File: config.mk
export PLATFORM = sky130hd
export DESIGN_NAME = uart_fifo_tx
export DESIGN_NICKNAME = d
export VERILOG_FILES = /design/src/rtl/uart_fifo_tx.sv
export SDC_FILE = /design/constraint.sdc
export NUM_CORES = 1
export LEC_CHECK = 0
export ABC_AREA = 1
export CORE_MARGIN = 2
export CORE_UTILIZATION = 58
export CTS_BUF_LIST = sky130_fd_sc_hd__clkbuf_4
export DETAILED_ROUTE_END_ITERATION = 8
export HOLD_SLACK_MARGIN = 0.12
export PLACE_DENSITY = 0.82
export SYNTH_ARGS = -nofsm -noshare
export SYNTH_HDL_FRONTEND = slang
export SYNTH_SLANG_ARGS = --single-unit
File: constraint.sdc
create_clock -name clk -period 2 [get_ports clk]
set_input_delay 0.5 -clock clk [delete_from_list [all_inputs] [get_ports clk]]
set_output_delay 0.5 -clock clk [all_outputs]
set_load 0.02 [all_outputs]
File: src/rtl/uart_fifo_tx.sv
// uart_fifo_tx: transmit-side FIFO that sits in front of the UART TX core.
// The CPU pushes bytes with wr. They are queued in a circular buffer and
// handed to the transmitter one at a time using a tx_start pulse and
// tx_done level handshake. d_in drives the transmitter data input directly.
//
// Optional feature macro: UART_FIFO_TX_OVERRUN_EN
//   defined   -> adds the output port 'overrun', a sticky flag that is set
//                by any write attempted while the FIFO is full
//   undefined -> no overrun port; writes while full are silently dropped
//
// state       | meaning
// ------------+------------------------------------------------------------
// IDLE        | no frame in progress; loads d_in from the FIFO head if data
// START       | tx_start high for exactly this cycle
// ESPERO_TX   | frame in progress; pops the head on the first tx_done high
// ESPERO_BAJA | frame finished; waits for tx_done to fall before next frame
module uart_fifo_tx #(
    parameter int DATA_BITS = 8,
    parameter int ADDR_BITS = 2
) (
    input  logic                 clk,
    input  logic                 reset_n,
    input  logic [DATA_BITS-1:0] w_data,
    input  logic                 wr,
    output logic                 tx_full,
    output logic                 tx_empty,
    output logic [ADDR_BITS:0]   tx_count,
    output logic [DATA_BITS-1:0] d_in,
    output logic                 tx_start,
    input  logic                 tx_done
`ifdef UART_FIFO_TX_OVERRUN_EN
    ,
    output logic                 overrun
`endif
);

    localparam int                 DEPTH   = 1 << ADDR_BITS;
    localparam logic [ADDR_BITS:0] DEPTH_C = (ADDR_BITS + 1)'(DEPTH);

    typedef enum logic [1:0] {
        IDLE        = 2'd0,
        START       = 2'd1,
        ESPERO_TX   = 2'd2,
        ESPERO_BAJA = 2'd3
    } state_t;

    state_t                 state_q, state_d;
    logic [DATA_BITS-1:0]   mem_q [DEPTH];
    logic [ADDR_BITS-1:0]   wp_q, wp_d;
    logic [ADDR_BITS-1:0]   rp_q, rp_d;
    logic [ADDR_BITS:0]     count_q, count_d;
    logic [DATA_BITS-1:0]   d_in_q, d_in_d;
    logic                   push;
    logic                   pop;
    logic                   load_d;

    // Flags are a pure decode of the registered count, so a push while full
    // is rejected even if a pop happens in the same cycle.
    assign tx_full  = (count_q == DEPTH_C);
    assign tx_empty = (count_q == '0);
    assign tx_count = count_q;
    assign d_in     = d_in_q;
    assign push     = wr & ~tx_full;

    // ------------------------------------------------------------------
    // Storage
    // ------------------------------------------------------------------

    // Data array write port; contents need no reset because the count
    // guards every read.
    always_ff @(posedge clk) begin
        if (push) begin
            mem_q[wp_q] <= w_data;
        end
    end

    // Pointer and occupancy next-state; pointers wrap modulo the depth.
    always_comb begin
        wp_d    = wp_q;
        rp_d    = rp_q;
        count_d = count_q;
        if (push) begin
            wp_d = wp_q + 1'b1;
        end
        if (pop) begin
            rp_d = rp_q + 1'b1;
        end
        case ({push, pop})
            2'b10:   count_d = count_q + 1'b1;
            2'b01:   count_d = count_q - 1'b1;
            default: count_d = count_q;
        endcase
    end

    // Pointer and occupancy registers.
    always_ff @(posedge clk or negedge reset_n) begin
        if (!reset_n) begin
            wp_q    <= '0;
            rp_q    <= '0;
            count_q <= '0;
        end else begin
            wp_q    <= wp_d;
            rp_q    <= rp_d;
            count_q <= count_d;
        end
    end

    // ------------------------------------------------------------------
    // Transmit sequencer
    // ------------------------------------------------------------------

    // State register.
    always_ff @(posedge clk or negedge reset_n) begin
        if (!reset_n) begin
            state_q <= IDLE;
        end else begin
            state_q <= state_d;
        end
    end

    // Next-state logic; tx_done is only looked at while a frame is out.
    always_comb begin
        state_d = state_q;
        case (state_q)
            IDLE: begin
                if (!tx_empty) begin
                    state_d = START;
                end
            end
            START: begin
                state_d = ESPERO_TX;
            end
            ESPERO_TX: begin
                if (tx_done) begin
                    state_d = ESPERO_BAJA;
                end
            end
            ESPERO_BAJA: begin
                if (!tx_done) begin
                    state_d = IDLE;
                end
            end
            default: begin
                state_d = IDLE;
            end
        endcase
    end

    // Output decode: start strobe, head load and head pop per state.
    // A tx_done level already high on entry to ESPERO_TX pops at once.
    always_comb begin
        tx_start = 1'b0;
        load_d   = 1'b0;
        pop      = 1'b0;
        case (state_q)
            IDLE:      load_d   = ~tx_empty;
            START:     tx_start = 1'b1;
            ESPERO_TX: pop      = tx_done;
            default:   ;
        endcase
    end

    // ------------------------------------------------------------------
    // Transmitter data register
    // ------------------------------------------------------------------

    // d_in only changes on the IDLE->START load and otherwise holds, even
    // after the FIFO has drained.
    always_comb begin
        d_in_d = d_in_q;
        if (load_d) begin
            d_in_d = mem_q[rp_q];
        end
    end

    // Transmitter data register; cleared immediately by reset.
    always_ff @(posedge clk or negedge reset_n) begin
        if (!reset_n) begin
            d_in_q <= '0;
        end else begin
            d_in_q <= d_in_d;
        end
    end

`ifdef UART_FIFO_TX_OVERRUN_EN
    logic overrun_q;

    assign overrun = overrun_q;

    // Sticky record of any write attempted against a full FIFO.
    always_ff @(posedge clk or negedge reset_n) begin
        if (!reset_n) begin
            overrun_q <= 1'b0;
        end else if (wr && tx_full) begin
            overrun_q <= 1'b1;
        end
    end
`endif

endmodule

==> reports/results.ini <==
[outcome]
outcome=completed

[routing]
drt_iter0_markers=77
vias_per_cell=4.778
wire_per_inst_um=12.15
drt-total-wl_um=3889
drc=0
vias=1529
drtAntennaViolNets=0
first_pass_iters=4

[floorplanning]
dieWidth_um=67.18
die_area_um2=4512
initial_core_util_pct=61.83
io_pins=26
fp-row-count=22
die_y_um=67.18
coreArea_um2=3744

[logic_synthesis]
netlist_area_um2=2315
syn-num-nets=254
seq_area_frac_synth_pct=59.89
ys_types=22
synth_top_area_share_pct=41.51
syn_inst=232
synth_edf_count=32
syn-mean-instance-area_um2=9.977
synthArstFlopShare_pct=34.69
synth_ff_type=edfxtp_1
yosys-top-cells-area=edfxtp_1 (42%), dfrtp_1 (18%), nand2_1 (11%)
synth_warnings=0
yosys.area.top_type=edfxtp_1
ys_ff_latch=49

[grt]
track_usage_pct=20.33
grt-ovfl-total=0
antenna_found_initial=0
grt_pass1_wl_um=6513
grt_max_degree=18
grt_pass1_vias=1462

[worst_setup_path]
critPathRequiredTime_ns=1.50
timing.critical_path.buf_inv=1
cp-end-kind=output pin
crit_type=reg2out
start_kind=flop
crit_fanout=4
arrival_ns=1.43
path_delay_family=buffers and inverters
crit_slowest_cell=clkdlybuf4s50_1
slowest_delay_ns=0.62
crit_chain=clkdlybuf4s50_1

[power]
netSwitchingFraction_pct=39.09
clockPowerShare_pct=17.3
pwr-share-seq_pct=39.1
p_leak_nw=1.379
p_sw_mw=1.615
internal_power_mw=2.517
power.density_nw_per_um2=1495
combPwrFrac_pct=43.6
peakVddDrop_mv=0.6828

[placed_design]
hpwlAfterDp_um=2792
place_congestion=0.7379
place_inst=311
portBuffers=25

[timing]
fin_crit_sh_pct=96.50
setup_viol=0
timing.fmax_ghz=0.5181
finalHoldViolCount=0
fin_crit_ns=1.930
slew_violations=0
skew_ns=0.01888
max_slew_margin_pct=68.65
worst_pin_slew_ns=0.4703
timing.hold.ws_ns=0.4164

[layout]
final_cells=320
final_common_cell=nand2_1
syn2layout_area_growth_pct=19.41
drive_above_1_share_pct=15.44
nNetsFinal=293
final_cell_mix=nand2_1 (69), inv_1 (50), edfxtp_1 (32), clkdlybuf4s50_1 (21), nand3_1 (20)
num_antenna_cells=0

[clocking]
cts-hold-fix-buffers=0
clk_latency_ns=0.38
cts_sinks=49
clock_path_buffers=2
root_buffer=clkbuf_4
cts_tree=yes
clk_pin_slew_ns=0.14
h-tree-depth=2
cts_buffers=5

[hold_path]
hold_class=in2async

[flow_run]
maxCapViolations=0

==> per-stage QoR <==
step | power, mW | setup TNS [ns] | instance area (µm²) | setup WS (ns) | util (%)
6_report | 4.132 | 0 | 2764 | 0.06994 | 73.83
5_1_grt | 4.448 | -0.003430 | 2764 | -0.003430 | 73.83
4_1_cts | 4.156 | 0 | 2758 | 0.007381 | 73.66
3_5_place_dp | 3.449 | -0.3034 | 2654 | -0.2253 | 70.89
3_3_place_gp | 3.383 | -0.2005 | 2654 | -0.1624 | 70.89
2_1_floorplan | 2.859 | 0 | 2315 | 0.1534 | -
==> sequential cells by signal (all words and copies together) (netlist names) <==
signal,flops
d_in,8
state_q,2
wp_q,2
mem_q,32
rp_q,2
tx_count,3
==> metal layers <==
metal / GRT usage [%] / routed length, µm
met2: 34.78 / 1901
met1: 24.97 / 1775
met5: 0 / 0
met3: 5.500 / 145
met4: 6.888 / 67
==> synth_stat cells, types with 2 or more instances <==
master and number:
nand2_1 69, inv_1 50, edfxtp_1 32, nand3_1 20
dfrtp_1 17, nand2_2 11, ha_1 9, nor2_1 6
buf_4 2, inv_2 2, o21ai_0 2, xor2_1 2
==> cell families after synthesis <==
kind of cell,after synthesis,share of synthesized area (%)
AO/OA/AOI/OAI,2,0.4324
AND/OR/NAND/NOR,110,21.30
flip-flops,49,59.89
buffers and inverters,57,10.81
adder cells (fa/ha/maj),10,5.730
XOR/XNOR,4,1.838
==> cell type report <==
class	count	area (µm²)
sequential	49	1386
fill	268	979.7
multi-input combinational	126	683.2
timing repair buffer	36	324.1
inverter	53	203.9
clock inverter	3	68.82
tap	48	60.06
clock buffer	5	37.54
==> path summary, 6_finish.rpt <==
path,depth (start not counted),slack (ns),start,endpoint
worst max-delay path,1,0.07,tx_count[1],tx_count[1]
worst min-delay path,2,0.42,reset_n,state_q[0]
worst max register to register,10,0.15,state_q[0],tx_count[2]
worst min register to register,2,0.50,d_in[3],d_in[3]
max in group asynchronous,2,1.38,reset_n,wp_q[1]
min in group clk,2,0.50,d_in[3],d_in[3]
==> repair_timing <==
item / 4_1_cts / 5_1_grt
gates resized for setup: 4 / 6
endpoints found under the setup margin: 3 / 4
pin swaps: 0 / 0
buffers inserted: 0 / 1
==> power groups by stage <==
stage / registers [mW] / clock network, mW / logic (mW)
CTS: 1.62 / 0.733 / 1.80
global route: 1.65 / 0.770 / 2.03
detailed placement: 1.64 / 0 / 1.80
finish: 1.61 / 0.715 / 1.80
global placement: 1.63 / 0 / 1.76
floorplan: 1.69 / 0 / 1.17
Power figures use the tool's default switching activity.
